`config.mk`:
```
export PLATFORM = sky130hd
export DESIGN_NAME = muldiv_wb_arbiter
export DESIGN_NICKNAME = d
export VERILOG_FILES = /design/src/rtl/muldiv_wb_arbiter_pkg.sv /design/src/rtl/muldiv_wb_fifo.sv /design/src/rtl/muldiv_wb_arbiter.sv
export SDC_FILE = /design/constraint.sdc
export NUM_CORES = 1
export LEC_CHECK = 0
export ABC_AREA = 0
export CAP_MARGIN = 30
export CORE_ASPECT_RATIO = 1.5
export CORE_MARGIN = 5
export CORE_UTILIZATION = 44
export CTS_CLUSTER_SIZE = 28
export DETAILED_ROUTE_END_ITERATION = 7
export PLACE_DENSITY = 0.76
export SYNTH_ARGS = -nofsm -noshare
export SYNTH_HDL_FRONTEND = slang
export SYNTH_HIERARCHICAL = 1
export SYNTH_SLANG_ARGS = --single-unit
```
`constraint.sdc`:
```
create_clock -name clk_i -period 11 [get_ports clk_i]
set_input_delay 1.65 -clock clk_i [delete_from_list [all_inputs] [get_ports clk_i]]
set_output_delay 1.65 -clock clk_i [all_outputs]
set_load 0.01 [all_outputs]
```
`src/rtl/muldiv_wb_arbiter_pkg.sv`:
```
// Shared types for the mul/div writeback arbiter.
package muldiv_wb_arbiter_pkg;
    localparam int unsigned TRANS_ID_BITS = 3;

    typedef enum logic {
        WB_SRC_MUL = 1'b0,
        WB_SRC_DIV = 1'b1
    } wb_src_e;
endpackage

```
`src/rtl/muldiv_wb_fifo.sv`:
```
// Small power-of-two FIFO holding multiplier results that could not be written back at once.
module muldiv_wb_fifo #(
    parameter int unsigned DEPTH  = 2,
    parameter int unsigned DATA_W = 8
) (
    input  logic              clk_i,
    input  logic              rst_i,
    input  logic              flush_i,
    input  logic              push_i,
    input  logic [DATA_W-1:0] data_i,
    input  logic              pop_i,
    output logic [DATA_W-1:0] data_o,
    output logic              full_o,
    output logic              empty_o
);
    localparam int unsigned PTR_W = (DEPTH > 1) ? $clog2(DEPTH) : 1;

    logic [DEPTH-1:0][DATA_W-1:0] mem_q;
    logic [PTR_W-1:0]             rd_ptr_q, wr_ptr_q;
    logic [PTR_W:0]               cnt_q;
    logic                         do_push, do_pop;

    assign full_o  = (cnt_q == (PTR_W+1)'(DEPTH));
    assign empty_o = (cnt_q == '0);
    assign data_o  = mem_q[rd_ptr_q];
    // A push into a full FIFO only lands if the head leaves in the same cycle.
    assign do_push = push_i & (~full_o | pop_i);
    assign do_pop  = pop_i & ~empty_o;

    always_ff @(posedge clk_i) begin
        if (rst_i || flush_i) begin
            rd_ptr_q <= '0;
            wr_ptr_q <= '0;
            cnt_q    <= '0;
        end else begin
            if (do_push) begin
                mem_q[wr_ptr_q] <= data_i;
                wr_ptr_q        <= wr_ptr_q + PTR_W'(1);
            end
            if (do_pop)
                rd_ptr_q <= rd_ptr_q + PTR_W'(1);
            case ({do_push, do_pop})
                2'b10:   cnt_q <= cnt_q + (PTR_W+1)'(1);
                2'b01:   cnt_q <= cnt_q - (PTR_W+1)'(1);
                default: cnt_q <= cnt_q;
            endcase
        end
    end
endmodule

```
`src/rtl/muldiv_wb_arbiter.sv`:
```
// Merges pipelined-multiplier and serial-divider results onto one registered writeback port.
// Optional MULDIV_WB_PERF_EN adds saturating divider/writeback stall counters.
module muldiv_wb_arbiter
    import muldiv_wb_arbiter_pkg::*;
#(
    parameter int unsigned WIDTH          = 64,
    parameter int unsigned ID_W           = TRANS_ID_BITS,
    parameter int unsigned MUL_FIFO_DEPTH = 2,
    parameter int unsigned STARVE_LIMIT   = 4
) (
    input  logic             clk_i,
    input  logic             rst_i,
    input  logic             flush_i,
    input  logic             mul_vld_i,
    input  logic [ID_W-1:0]  mul_id_i,
    input  logic [WIDTH-1:0] mul_res_i,
    output logic             mul_rdy_o,
    input  logic             div_vld_i,
    output logic             div_rdy_o,
    input  logic [ID_W-1:0]  div_id_i,
    input  logic [WIDTH-1:0] div_res_i,
    output logic             wb_vld_o,
    input  logic             wb_rdy_i,
    output logic [ID_W-1:0]  wb_id_o,
    output logic [WIDTH-1:0] wb_res_o,
    output logic             wb_src_o,
    output logic             ovf_o
`ifdef MULDIV_WB_PERF_EN
    ,
    output logic [31:0]      div_stall_cnt_o,
    output logic [31:0]      wb_stall_cnt_o
`endif
);
    typedef struct packed {
        logic [ID_W-1:0]  id;
        logic [WIDTH-1:0] res;
    } muldiv_wb_entry_t;

    localparam int unsigned STARVE_W = $clog2(STARVE_LIMIT + 1);

    muldiv_wb_entry_t      mul_in, div_in, fifo_head, out_q;
    wb_src_e               src_q;
    logic                  wb_vld_q, ovf_q;
    logic [STARVE_W-1:0]   starve_q;
    logic                  fifo_full, fifo_empty, fifo_push, fifo_pop;
    logic                  out_free, mul_in_vld, mul_cand, div_prio;
    logic                  div_gnt, mul_gnt, bypass, overflow;

    assign mul_in = '{id: mul_id_i, res: mul_res_i};
    assign div_in = '{id: div_id_i, res: div_res_i};

    always_comb begin
        out_free   = ~wb_vld_q | wb_rdy_i;
        mul_in_vld = mul_vld_i & ~flush_i;
        mul_cand   = ~fifo_empty | mul_in_vld;
        div_prio   = (starve_q == STARVE_W'(STARVE_LIMIT));
        div_gnt    = ~flush_i & out_free & div_vld_i & (~mul_cand | div_prio);
        mul_gnt    = ~flush_i & out_free & mul_cand & ~div_gnt;
        // An incoming mul skips the queue only when nothing older is waiting.
        bypass     = mul_gnt & fifo_empty;
        fifo_push  = mul_in_vld & ~bypass;
        fifo_pop   = mul_gnt & ~fifo_empty;
        overflow   = fifo_push & fifo_full & ~fifo_pop;
    end

    muldiv_wb_fifo #(
        .DEPTH  (MUL_FIFO_DEPTH),
        .DATA_W ($bits(muldiv_wb_entry_t))
    ) u_mul_fifo (
        .clk_i   (clk_i),
        .rst_i   (rst_i),
        .flush_i (flush_i),
        .push_i  (fifo_push),
        .data_i  (mul_in),
        .pop_i   (fifo_pop),
        .data_o  (fifo_head),
        .full_o  (fifo_full),
        .empty_o (fifo_empty)
    );

    always_ff @(posedge clk_i) begin
        if (rst_i) begin
            wb_vld_q <= 1'b0;
            out_q    <= '0;
            src_q    <= WB_SRC_MUL;
        end else if (flush_i) begin
            wb_vld_q <= 1'b0;
        end else if (out_free) begin
            wb_vld_q <= div_gnt | mul_gnt;
            if (div_gnt) begin
                out_q <= div_in;
                src_q <= WB_SRC_DIV;
            end else if (mul_gnt) begin
                out_q <= fifo_empty ? mul_in : fifo_head;
                src_q <= WB_SRC_MUL;
            end
        end
    end

    always_ff @(posedge clk_i) begin
        if (rst_i || flush_i) begin
            starve_q <= '0;
            ovf_q    <= 1'b0;
        end else begin
            if (div_vld_i && !div_gnt) begin
                if (!div_prio)
                    starve_q <= starve_q + STARVE_W'(1);
            end else begin
                starve_q <= '0;
            end
            if (overflow)
                ovf_q <= 1'b1;
        end
    end

`ifdef MULDIV_WB_PERF_EN
    logic [31:0] div_stall_q, wb_stall_q;

    always_ff @(posedge clk_i) begin
        if (rst_i) begin
            div_stall_q <= '0;
            wb_stall_q  <= '0;
        end else begin
            if (div_vld_i && !div_gnt && div_stall_q != '1)
                div_stall_q <= div_stall_q + 32'd1;
            if (wb_vld_q && !wb_rdy_i && wb_stall_q != '1)
                wb_stall_q <= wb_stall_q + 32'd1;
        end
    end

    assign div_stall_cnt_o = div_stall_q;
    assign wb_stall_cnt_o  = wb_stall_q;
`endif

    assign mul_rdy_o = ~fifo_full;
    assign div_rdy_o = div_gnt;
    assign wb_vld_o  = wb_vld_q;
    assign wb_id_o   = out_q.id;
    assign wb_res_o  = out_q.res;
    assign wb_src_o  = src_q;
    assign ovf_o     = ovf_q;
endmodule
```
After elaboration in Yosys (flattened, before gate mapping)
Index checks and enable logic that the tools add are counted.
{"block": "word_totals", "mem_count": 0, "register_bits": 211, "ram_bits": 0, "mem_bits_ro": 0, "word_cells": 73, "in_bits": 140, "out_inout_bits": 72, "latchBits": 0}
{"block": "op_classes", "n_shift": 0, "n_mux": 11, "mul": 0, "n_div": 0, "n_reduce_logical": 11, "n_bitwise": 28, "n_lt_le_gt_ge": 3, "eq_ne": 4, "add_sub_neg": 5}
{"op": "67-bit 2-to-1 mux", "count": 6}
{"op": "134-bit bitwise mux", "count": 1}
{"op": "67-bit demux with 1-bit select", "count": 1}
{"op": "1-bit AND", "count": 13}
{"op": "1-bit NOT", "count": 10}
{"op": "1-bit OR", "count": 5}
{"op": "2-bit == test (second input constant)", "count": 2}
{"op": "1-bit by 2-bit < comparator with 1-bit output (second input constant)", "count": 2}
{"op": "2-bit case mux with 2 select lines", "count": 1}
{"op": "2-bit nonzero test", "count": 2}
{"op": "2-bit OR reduction", "count": 2}
{"op": "3-bit by 1-bit adder with 3-bit output (second input constant)", "count": 1}
{"op": "3-bit == test (second input constant)", "count": 1}
{"op": "3-bit AND reduction", "count": 1}
{"op": "1-bit adder (second input constant)", "count": 2}
{"op": "2-bit by 1-bit adder with 2-bit output (second input constant)", "count": 1}
{"op": "2-bit by 1-bit == test with 1-bit output (second input constant)", "count": 1}
{"op": "1-bit logical AND", "count": 2}
{"op": "2-bit logical NOT", "count": 1}
{"op": "1-bit 2-to-1 mux", "count": 2}
{"op": "2-bit AND reduction", "count": 1}
{"op": "2-bit by 1-bit subtractor with 2-bit output (second input constant)", "count": 1}
{"op": "1-bit greater-or-equal comparator (second input constant)", "count": 1}
{"op": "1-bit logical NOT", "count": 1}
{"op": "1-bit logical OR", "count": 1}

Depth between registers and ports, before layout
{"block": "logic_depth", "word_depth": 14, "ltp_mapped": 11, "mapped_depth_nobuf": 11}

By module
The synthesis kept the hierarchy.
{"mod": "muldiv_wb_fifo", "seq_area_each_um2": 4103.9, "instances": 1, "area_per_inst_um2": 5047.3, "cells_each": 233}
{"mod": "muldiv_wb_arbiter", "seq_area_each_um2": 1461.4, "instances": 1, "area_per_inst_um2": 4010.1, "cells_each": 341}

Worst setup path after synthesis
No wires, ideal clock.
{"block": "synth_timing", "path_type": "input-to-reg", "from": "input wb_rdy_i", "to": "register u_mul_fifo/mem_q[100] (netlist bit) (enable)", "slack_ns": 1.123, "n_path_buf": 0, "required_ns": 10.320, "t_arrival_ns": 9.198, "cell_stages": 4, "setup_ns": 0.680, "path_cell_list": "nand2b_1 -> a311oi_1 -> o21ai_2 -> nor4b_1"}
{"block": "synth_between", "elab_chain_len": 11, "elab_cells_between_ends": 14, "cone_classes": "13 x bitwise; 1 x reduce/logical"}
{"element": "start, declared", "line": "muldiv_wb_arbiter.sv:23", "rtl": "input logic wb_rdy_i,"}
{"element": "1-bit OR (*)", "line": "muldiv_wb_arbiter.sv:53", "rtl": "out_free = ~wb_vld_q | wb_rdy_i;"}
{"element": "1-bit AND (*)", "line": "muldiv_wb_arbiter.sv:57, muldiv_wb_arbiter.sv:58"}
{"element": "1-bit AND (2 in series)", "line": "muldiv_wb_arbiter.sv:57", "rtl": "div_gnt = ~flush_i & out_free & div_vld_i & (~mul_cand | div_prio);"}
{"element": "1-bit NOT", "line": "muldiv_wb_arbiter.sv:58", "rtl": "mul_gnt = ~flush_i & out_free & mul_cand & ~div_gnt;"}
{"element": "1-bit AND (*)", "line": "muldiv_wb_arbiter.sv:58"}
{"element": "1-bit AND (*)", "line": "muldiv_wb_arbiter.sv:60", "rtl": "bypass = mul_gnt & fifo_empty;"}
{"element": "1-bit NOT (*)", "line": "muldiv_wb_arbiter.sv:61", "rtl": "fifo_push = mul_in_vld & ~bypass;"}
{"element": "1-bit AND (*)", "line": "muldiv_wb_arbiter.sv:61"}
{"element": "named net fifo_push", "line": "muldiv_wb_arbiter.sv:45", "rtl": "logic fifo_full, fifo_empty, fifo_push, fifo_pop;"}
{"element": "1-bit AND (*)", "line": "muldiv_wb_fifo.sv:27", "rtl": "assign do_push = push_i & (~full_o | pop_i);"}
{"element": "2-bit AND reduction (no source line) (*)"}
{"element": "end signal, assigned by index", "line": "muldiv_wb_fifo.sv:37", "rtl": "mem_q[wr_ptr_q] <= data_i;"}
{"element": "end, declared", "line": "muldiv_wb_fifo.sv:18", "rtl": "logic [DEPTH-1:0][DATA_W-1:0] mem_q;"}
Mark *: on every way through the listed nets, which the timed path passes. The rest lies on a longest branch.
A chain may end at the register's enable or synchronous reset.

Worst setup path after layout
{"block": "layout_timing", "from": "input flush_i", "to": "output div_rdy_o"}
{"block": "layout_between", "elab_chain_len": 6, "elab_cells_between_ends": 8, "cone_classes": "8 x bitwise"}
{"element": "start, declared", "line": "muldiv_wb_arbiter.sv:13", "rtl": "input logic flush_i,"}
{"element": "1-bit NOT (no source line) (*)"}
{"element": "1-bit AND", "line": "muldiv_wb_arbiter.sv:54", "rtl": "mul_in_vld = mul_vld_i & ~flush_i;"}
{"element": "1-bit OR", "line": "muldiv_wb_arbiter.sv:55", "rtl": "mul_cand = ~fifo_empty | mul_in_vld;"}
{"element": "1-bit NOT", "line": "muldiv_wb_arbiter.sv:57"}
{"element": "1-bit OR", "line": "muldiv_wb_arbiter.sv:57"}
{"element": "1-bit AND (*)", "line": "muldiv_wb_arbiter.sv:57"}
{"element": "end, declared", "line": "muldiv_wb_arbiter.sv:19", "rtl": "output logic div_rdy_o,"}
Every way passes the cells marked *; elsewhere a longest branch is shown, timed or not.

==> out/results.ini <==
[placement]
gp_congestion=0.758
dp_cells=1020
io_buffers=211
dp_slack_ns=5.95
dp_hpwl_mm=14.2

[critical_path]
worst-endpoint-arrival_ns=3.37
rr_startpoint=u_mul_fifo/cnt_q[0]
cp_cell_sequence=clkdlybuf4s50_1 -> inv_1 -> o2111ai_4 -> inv_2 -> clkdlybuf4s50_1
cp_slowest_cell=clkdlybuf4s50_1
crit_family=buffers and inverters
path_max_fanout=11
timing.critical_path.mode_cell=clkdlybuf4s50_1
crit_end=div_rdy_o
reg2reg_depth=7
crit_buf_inv=4
crit_path_start=flush_i
endpoint_kind=primary output
start_kind=input pin
slowest_delay_ns=0.63
rrSetupSlack_ns=7.90
crit_cells=5
critPathRequiredTime_ns=9.35
r2r-end=wb_res_o[36]
worstSetupPathType=input pin to primary output

[layout]
multi_input_area_sq_um=3180
ff_latch_area_sq_um=5570
utilization_pct=58.9
finalNonFillerCells=1058
layout_commonest_cell=clkdlybuf4s50_1
final_layout_size_suffix_gt1_share_pct=23.9
fin_nets=921
synthToLayoutAreaGrowth_pct=32.3
mostFrequentLayoutCells=clkdlybuf4s50_1, mux2_2, edfxtp_1
fill_cells=1631

[global_routing]
grt_pass1_vias=6200
grt-ovfl-total=0
antenna_found_initial=1
track_usage_pct=16.9
grt_first_pass_wirelength_mm=32.1
grt_max_degree=71

[detailed_routing]
vias_per_cell=5.22
ant_nets=0
firstDrtPassIters=4
post_drt_wl_per_cell_microns=19.4
route.detailed.drc=0
drtIter0Drc=226
dr_total_vias=5523
wl_mm=20.6

[worst_hold_path]
hold_path.class=flop to flop

[yosys]
synthDistinctLibCells=39
synth-seq-cells=211
syn_area_per_cell_sq_um=15.8
synth_seq_area_share_pct=61.4
synth_area_sq_um=9060
synth_nets=717
yosys_warnings=6
synthCells=574

[timing]
setup_viol=0
fmax_mhz=199
hold_viol=0
setup-tns-final_ns=0
worst_slack_ns=5.98
fin_hold_ws_ns=0.464
fin_crit_ns=5.02
rsz0062_at_grt=no
post-route-period-util_pct=45.7
drv_slew=0
worst_pin_slew_ns=0.974
relSlewSlack_pct=35.1
skew_ns=0.00659

[clocking]
post_cts_buffers=0
cts_tree=yes
cts_buffers=20
clock_latency_ns=0.49
htree_levels=1
cts-root-buf=clkbuf_16
clock_path_buffers=3
cts_hold_buf=0
cts_sinks=211
clk_pin_slew_worst_paths_ns=0.06
post_cts_resized=0

[status]
status=finished, final reports clean

[die]
row_count=64
fp.dieW_microns=127
dieArea_sq_um=23600
die_h_microns=186
pin_count=212
core_area_sq_um=20300
initial_core_util_pct=44.5

[power]
power_density_nw_per_um2=145
leakagePower_uw=0.00440
ir_drop_mv=0.0924

[job]
max_cap_viol_count=0

-- routing by layer --
layer | GRT usage (%) | share of wire (%) | up-vias
met2 | 31.7 | 53 | 154
met4 | 6.74 | 3.4 | 0
met1 | 18.3 | 38 | 2694
met3 | 3.62 | 5.2 | 39
li1 | - | - | 2636
met5 | 0 | 0 | -
-- synth_stat cells, drive strengths merged --
cell type / n / area, sq um
buf: 27 / 288
nand3: 2 / 22.5
o2bb2ai: 67 / 587
edfxtp: 134 / 4020
mux2: 134 / 1510
or3: 2 / 12.5
nand2b: 5 / 31.3
mux2i: 68 / 681
a21oi: 2 / 10.0
nor2: 9 / 36.3
ha: 3 / 37.5
nor3b: 1 / 12.5
o21ai: 2 / 13.8
dfxtp: 77 / 1540
a311oi: 1 / 8.76
inv: 7 / 26.3
and2: 1 / 6.26
nor2b: 2 / 20.0
a2111oi: 1 / 8.76
a211oi: 1 / 7.51
nor3: 4 / 36.3
xnor2: 3 / 26.3
clkbuf: 11 / 41.3
o21a: 2 / 15.0
nand2: 4 / 15.0
o2111ai: 1 / 15.0
a21boi: 1 / 7.51
nor4b: 1 / 8.76
xor2: 1 / 8.76
-- report_power, final --
part | internal (uW) | leakage (uW) | switching, uW | total, uW
Combinational | 104 | 0.00223 | 66.1 | 170
Clock | 409 | 0.000333 | 286 | 695
Sequential | 859 | 0.00184 | 10.2 | 869
-- per-stage QoR --
stage | cell area (sq um) | total power, uW
after global routing | 12000 | 1800
after CTS | 12000 | 1760
final | 12000 | 1730
after global placement | 11300 | 1050
after floorplan | 9060 | 954
after detailed placement | 11300 | 1060
-- state kept, by name, indices dropped and copies added, names as in the netlist --
name and cells:
wb_vld_o 1, u_mul_fifo/rd_ptr_q 1, wb_src_o 1, wb_res_o 64, u_mul_fifo/mem_q 134, ovf_o 1
u_mul_fifo/wr_ptr_q 1, wb_id_o 3, starve_q 3, u_mul_fifo/cnt_q 2
-- worst register-to-register path, stage by stage, from the launching register on --
cell	delay, ns
dfxtp_1	0.38
nor2_4	0.12
buf_4	0.75
nor3b_2	0.42
nor3_4	0.09
nor2_4	0.47
buf_4	0.56
o2bb2ai_1	0.23
-- logic make-up after synthesis --
logic type / share of synthesized area, %
AOI/OAI and AO/OA: 7.43
muxes: 24.2
DFF: 61.4
adders and majority gates: 0.414
buffers and inverters: 3.92
xor gates and xnor gates: 0.387
and+or+nand+nor: 2.22
-- final cells by class --
type | instances | area share [%]
diodes | 2 | 0.0418
clock buffers | 23 | 4.63
clock inverters | 13 | 0.950
inverters | 7 | 0.219
multi-input cells | 318 | 26.5
flip-flops and latches | 211 | 46.5
well taps | 264 | 2.76
repair buffers | 220 | 18.4
-- how the worst min path moves through the flow --
| stage | start | endpoint | slack (ns) | depth (start not counted) |
|---|---|---|---|---|
| 3_3_place_gp | wb_res_o[10] | wb_res_o[10] | 0.44 | 1 |
| 2_1_floorplan | u_mul_fifo/wr_ptr_q | u_mul_fifo/wr_ptr_q | 0.44 | 2 |
| 6_report | wb_res_o[47] | wb_res_o[47] | 0.46 | 1 |
| 4_1_cts | wb_res_o[59] | wb_res_o[59] | 0.47 | 1 |
| 3_5_place_dp | wb_res_o[46] | wb_res_o[46] | 0.45 | 1 |
| 5_1_grt | wb_res_o[13] | wb_res_o[13] | 0.48 | 1 |
(Power assumes the default switching activity.)
